`src/rtl/axis_state_tx.sv`:
```
// AXI-Stream transmitter: snapshots a 1600-bit Keccak state on start and streams it out
// as DATA_WIDTH-bit beats, beat index on TDEST, optional leading clear beat (TDEST=255).
`timescale 1ns/1ps

module axis_state_tx #(
  parameter int DATA_WIDTH = 16,
  parameter int OUT_BEATS  = 1600 / DATA_WIDTH,
  parameter bit SEND_CLEAR = 1'b0
) (
  input  logic                       ACLK,
  input  logic                       ARESETn,
  input  logic                       start,
  input  logic [0:4][0:4][63:0]      D_in,
  output logic                       busy,
  output logic                       done,
  output logic [DATA_WIDTH-1:0]      TDATA,
  output logic                       TVALID,
  input  logic                       TREADY,
  output logic                       TLAST,
  output logic [7:0]                 TDEST,
  output logic                       TID,
  output logic [1:0]                 dbg_state
);

  localparam int         MAX_BEATS  = 1600 / DATA_WIDTH;
  localparam logic [7:0] LAST_IDX   = 8'(OUT_BEATS - 1);
  localparam logic       FIRST_LAST = (OUT_BEATS == 1);

  typedef enum logic [1:0] {
    IDLE = 2'd0,
    CLR  = 2'd1,
    SEND = 2'd2
  } state_t;

  state_t                  state;
  logic [1599:0]           snap;
  logic [1599:0]           flat_in;
  logic [7:0]              cnt;
  logic [7:0]              next_cnt;
  logic [DATA_WIDTH-1:0]   next_data;

  assign dbg_state = state;

  // Lane [x][y] lands at flat bits 64*(5y+x) upward.
  always_comb begin
    flat_in = '0;
    for (int y = 0; y < 5; y++) begin
      for (int x = 0; x < 5; x++) begin
        flat_in[64*(5*y+x) +: 64] = D_in[x][y];
      end
    end
  end

  assign next_cnt = cnt + 8'd1;

  // Beat that follows the current one; prepared ahead so TDATA stays registered.
  always_comb begin
    next_data = '0;
    for (int i = 0; i < MAX_BEATS; i++) begin
      if (int'(next_cnt) == i) next_data = snap[DATA_WIDTH*i +: DATA_WIDTH];
    end
  end

  always_ff @(posedge ACLK or negedge ARESETn) begin
    if (!ARESETn) begin
      state  <= IDLE;
      snap   <= '0;
      cnt    <= '0;
      busy   <= 1'b0;
      done   <= 1'b0;
      TDATA  <= '0;
      TVALID <= 1'b0;
      TLAST  <= 1'b0;
      TDEST  <= '0;
      TID    <= 1'b0;
    end else begin
      case (state)
        IDLE: begin
          done <= 1'b0;
          if (start) begin
            snap   <= flat_in;
            cnt    <= '0;
            busy   <= 1'b1;
            TVALID <= 1'b1;
            if (SEND_CLEAR) begin
              state <= CLR;
              TDEST <= 8'hFF;
              TDATA <= '0;
              TLAST <= 1'b0;
              TID   <= 1'b0;
            end else begin
              state <= SEND;
              TDEST <= 8'd0;
              TDATA <= flat_in[DATA_WIDTH-1:0];
              TLAST <= FIRST_LAST;
              TID   <= FIRST_LAST;
            end
          end
        end

        CLR: begin
          if (TVALID && TREADY) begin
            state <= SEND;
            cnt   <= '0;
            TDEST <= 8'd0;
            TDATA <= snap[DATA_WIDTH-1:0];
            TLAST <= FIRST_LAST;
            TID   <= FIRST_LAST;
          end
        end

        SEND: begin
          if (TVALID && TREADY) begin
            if (TLAST) begin
              state  <= IDLE;
              busy   <= 1'b0;
              done   <= 1'b1;
              TVALID <= 1'b0;
              TLAST  <= 1'b0;
              TID    <= 1'b0;
            end else begin
              cnt   <= next_cnt;
              TDEST <= next_cnt;
              TDATA <= next_data;
              TLAST <= (next_cnt == LAST_IDX);
              TID   <= (next_cnt == LAST_IDX);
            end
          end
        end

        default: begin
          state  <= IDLE;
          busy   <= 1'b0;
          TVALID <= 1'b0;
          TLAST  <= 1'b0;
          TID    <= 1'b0;
        end
      endcase
    end
  end

endmodule

```
`config.mk`:
```
export PLATFORM = sky130hd
export DESIGN_NAME = axis_state_tx
export DESIGN_NICKNAME = d
export VERILOG_FILES = /design/src/rtl/axis_state_tx.sv
export SDC_FILE = /design/constraint.sdc
export NUM_CORES = 2
export LEC_CHECK = 0
export CAP_MARGIN = 5
export CORE_AREA = 4 4 644 646
export DETAILED_ROUTE_END_ITERATION = 10
export DIE_AREA = 0 0 648 650
export GPL_TIMING_DRIVEN = 1
export MAX_ROUTING_LAYER = met4
export PLACE_DENSITY_LB_ADDON = 0.08
export SYNTH_ARGS = -nofsm -noshare
export SYNTH_HDL_FRONTEND = slang
export SYNTH_SLANG_ARGS = --single-unit
```
`constraint.sdc`:
```
create_clock -name ACLK -period 3.9 [get_ports ACLK]
set_input_delay 0.78 -clock ACLK [delete_from_list [all_inputs] [get_ports ACLK]]
set_output_delay 0.78 -clock ACLK [all_outputs]
set_load 0.02 [all_outputs]
```
==> impl_metrics.py <==
metrics = {
    "yosys": {
        "synth_nets": 11300,
        "synth_xor_xnor_area_share_pct": 0.0224,
        "ys_top_cells_by_area": "sky130_fd_sc_hd__dfrtp_1 (52%), sky130_fd_sc_hd__nand2_1 (24%), sky130_fd_sc_hd__clkbuf_1 (2.1%)",
        "synth.avg_cell_area_um2": 8.03,
        "synth_common_cells": "sky130_fd_sc_hd__nand2_1 (5076), sky130_fd_sc_hd__dfrtp_1 (1627), sky130_fd_sc_hd__clkbuf_1 (442)",
        "async_flop_share_pct": 100,
        "synth_fa_ha_area_share_pct": 0.0801,
        "synth_seq_cells": 1627,
        "postSynthCellCount": 9724,
        "synthSimpleGateAreaFrac_pct": 29.2,
        "synth_mux_area_share_pct": 0.0256,
        "post-synth-top-count-cell": "sky130_fd_sc_hd__nand2_1",
        "main_combinational_cell_family_by_area_after_synthesis": "simple AND/OR/NAND/NOR gates",
        "synth.cell_area_mm2": 0.0781,
        "synth_edf_count": 0,
        "ys_warn_count": 0,
        "share_of_the_yosys_chip_area_belonging_to_registers_pct": 52.1,
        "post-synth-top-area-fraction_pct": 52.1,
        "synth-main-ff-cell": "sky130_fd_sc_hd__dfrtp_1",
        "synth_area_leader_cell": "sky130_fd_sc_hd__dfrtp_1",
        "compound_gate_portion_of_the_synthesized_area_pct": 14.8,
        "synth_cell_type_count": 112,
    },
    "placement": {
        "gpl.final_weighted_congestion": 0.977,
        "placed_cells_incl_taps": 18100,
        "placed_cell_area_mm2": 0.117,
        "io_buffer_count": 1633,
        "detailed_place_hpwl_um": 603000,
    },
    "timing": {
        "period_needed_ns": 4.61,
        "finalWorstSetupSlack_ns": -0.714,
        "max-slew-margin-rel_pct": 15.3,
        "report.final.slew_viol_count": 0,
        "finalClockSkew_ns": 0.0733,
        "max_freq_ghz": 0.217,
        "unrepaired_setup_endpoints_after_global_routing": "true",
        "setup_viol": 16,
        "part_of_the_cycle_the_worst_path_needs_pct": 118,
        "finalHoldViolations": 0,
        "worst-slew-pin-transition_ns": 1.27,
        "finalHoldWorstSlack_ns": 0.372,
    },
    "route": {
        "vias_per_cell": 4.86,
        "post-route-drc-count": 0,
        "detail_route.first_pass.iterations": 6,
        "routed_wire_length_per_instance_um": 38.4,
        "routed-via-count": 90900,
        "drt_wl_total_um": 719000,
        "drtAntennaViolNets": 0,
        "drtIter0Drc": 9764,
    },
    "power_and_ir_drop": {
        "power_density_mw_per_mm2": 526,
        "cell_internal_pwr_w": 0.0414,
        "power_frac_seq_pct": 31.7,
        "static-leakage-power_nw": 60.7,
        "irDropWorstVdd_mv": 0.329,
        "switching_share_pct": 38.8,
        "net-switching-power_w": 0.0262,
        "clock_network_power_share_pct": 30.6,
        "comb_power_share_pct": 37.7,
    },
    "critical_path": {
        "worstSetupEndpointType": "register",
        "timing.critical_path.slowest_cell_delay_ns": 1.04,
        "minimum_setup_slack_among_reg_to_reg_paths_ns": -0.71,
        "critical_path.max_fanout": 8,
        "r2r.worst_path.cells": 15,
        "critical_path.cell_chain": "buf_6 > buf_4 > a21bo_4 > buf_4 > a41o_4 > buf_8 > buf_6 > a222oi_1 > a21oi_2 > nor4b_4 > a211o_1 > o21bai_4 > a211oi_4 > buf_4 > o21ai_2",
        "criticalPathCategory": "register to register",
        "critPathLaunch": "TDEST[1]",
        "critical_path.slowest_cell": "sky130_fd_sc_hd__a222oi_1",
        "worst-endpoint-arrival_ns": 5.41,
        "critical_path_required_ns": 4.69,
        "crit-reg2reg-launch": "TDEST[1]",
        "timing.critical_path.from_type": "register",
        "critPathMostFrequentCell": "sky130_fd_sc_hd__buf_4",
    },
    "finish": {
        "share_of_cells_above_drive_strength_1_pct": 22.0,
        "final_area_mm2": 0.128,
        "filler_cell_count": 43600,
        "final_util_pct": 31.4,
        "area_growth_pct": 64.5,
        "final_net_count": 14600,
        "fin_cells": 18700,
    },
    "outcome": {
        "status": "complete, but fails checks",
        "violations": "negative setup slack",
    },
    "clock_network": {
        "clkLatencyLatePin_ns": 0.94,
        "cts.htree.levels": 4,
        "cts_inserted_buffers": 211,
        "cts_root_buf": "sky130_fd_sc_hd__clkbuf_16",
        "cts.path.max_buffers": 4,
        "cts_clock_pin_slew_for_the_worst_setup_and_hold_paths_ns": 0.06,
        "number_of_clock_sinks": 1627,
        "cts_tree": "built",
    },
    "hold_path": {
        "worstHoldPathCells": 3,
        "min_from": "D_in[69]",
        "hold_wc_path_type": "input pin to register",
    },
    "global_route": {
        "global_route.usage.total_pct": 33.8,
        "wire_length_of_the_first_global_routing_pass_um": 918000,
        "antenna_found_initial": 164,
        "globalRouteOverflowTotal": 0,
        "grt_max_degree": 223,
        "vias_in_the_first_global_route": 90900,
    },
    "floorplanning": {
        "chipWidth_um": 648,
        "num_io_pins": 1635,
        "initial_cell_density_of_the_core_pct": 19.1,
        "die_area_mm2": 0.421,
        "die_h_um": 650,
        "floorplan.rows": 235,
        "core_area_mm2": 0.409,
    },
    "job": {
        "maxcap_viol_count": 0,
    },
}
==> kinds of logic after synthesis <==
family | Yosys count
flip-flops | 1627
other | 1
XOR/XNOR | 2
AO/OA/AOI/OAI | 1605
AND/OR/NAND/NOR | 5790
multiplexers | 2
buffers and inverters | 692
adder cells (fa/ha/maj) | 5
==> power groups by stage <==
stage | combinational [W] | sequential (W) | clock, W
after detailed placement | 0.0228 | 0.0216 | 0
after global routing | 0.0259 | 0.0214 | 0.0217
after CTS | 0.0242 | 0.0213 | 0.0211
after global placement | 0.0228 | 0.0216 | 0
after floorplan | 0.00605 | 0.0201 | 0
final | 0.0255 | 0.0214 | 0.0207
==> layer usage <==
metal	part of all wire (%)	vias to the layer above	global-route usage (%)
met5	0	-	-
met4	4.2	0	11.7
met3	6.0	753	4.93
met2	46	3840	52.5
met1	44	47100	44.7
li1	-	39200	-
==> registers in the layout, indices dropped and copies added (netlist names) <==
name	count
TDATA	16
TDEST	8
TVALID	1
snap	1600
TID	1
done	1
==> cell usage in the layout (no fill, tap or decap), types with 32 or more instances in the layout <==
cell / netlist / routed
sky130_fd_sc_hd__diode_2: 0 / 108
sky130_fd_sc_hd__nor3_1: 102 / 82
sky130_fd_sc_hd__inv_1: 36 / 32
sky130_fd_sc_hd__o21ai_0: 264 / 212
sky130_fd_sc_hd__a21oi_1: 231 / 195
sky130_fd_sc_hd__clkbuf_8: 0 / 48
sky130_fd_sc_hd__o21ai_1: 23 / 42
sky130_fd_sc_hd__clkdlybuf4s50_1: 0 / 1632
sky130_fd_sc_hd__nand2_1: 5076 / 5054
sky130_fd_sc_hd__clkbuf_16: 0 / 219
sky130_fd_sc_hd__a221o_1: 41 / 41
sky130_fd_sc_hd__a22oi_1: 91 / 85
sky130_fd_sc_hd__buf_4: 22 / 1704
sky130_fd_sc_hd__dfrtp_1: 1627 / 1624
sky130_fd_sc_hd__buf_12: 0 / 271
sky130_fd_sc_hd__buf_6: 14 / 81
sky130_fd_sc_hd__o22ai_1: 182 / 159
sky130_fd_sc_hd__o211ai_1: 71 / 71
sky130_fd_sc_hd__a221oi_1: 89 / 60
sky130_fd_sc_hd__nand3_1: 126 / 117
sky130_fd_sc_hd__clkinv_2: 0 / 39
sky130_fd_sc_hd__o221ai_1: 65 / 54
sky130_fd_sc_hd__nor2_1: 250 / 206
sky130_fd_sc_hd__a31oi_1: 66 / 56
sky130_fd_sc_hd__nand4_1: 34 / 34
sky130_fd_sc_hd__clkbuf_1: 442 / 49
==> critical path: cells and delay by family, from the launching register on <==
family	cells	cell delay [ns]
DFF	1	0.44
buffers and inverters	6	0.99
and+or+nand+nor	1	0.21
AOI/OAI and AO/OA	8	2.87
==> layout make-up <==
type | instances | area [µm²] | share of cell area, %
diodes | 108 | 270 | 0.210
clock buffers | 313 | 6250 | 4.86
clock inverters | 71 | 856 | 0.666
inverters | 37 | 149 | 0.116
multi-input cells | 7405 | 37700 | 29.3
flip-flops and latches | 1627 | 40700 | 31.7
well taps | 5451 | 6820 | 5.31
repair buffers | 3705 | 35800 | 27.8
==> stage by stage <==
step                total power [W]  setup slack, ns  setup TNS, ns
CTS                          0.0667           -0.583          -4.91
global route                 0.0690           -0.589          -5.13
floorplan                    0.0262            0.457              0
finish                       0.0676           -0.714          -4.52
global placement             0.0444            -1.60         -15.52
detailed placement           0.0444            -1.60         -15.10
==> repair_timing <==
action,CTS,global route
endpoints found under the hold margin,53,0
pin swaps,63,117
gates resized for setup,304,311
setup endpoints to repair,16,16
buffers inserted,68,81
hold buffers,1,0
gates cloned,0,2
==> worst paths after layout <==
path                         endpoint
max                          TDATA[4]
min                        snap[1221]
max reg2reg                  TDATA[4]
min reg2reg                snap[1115]
max in group asynchronous  snap[1198]
min in group asynchronous   snap[327]
Note: power is estimated with default switching activity, not from simulation.
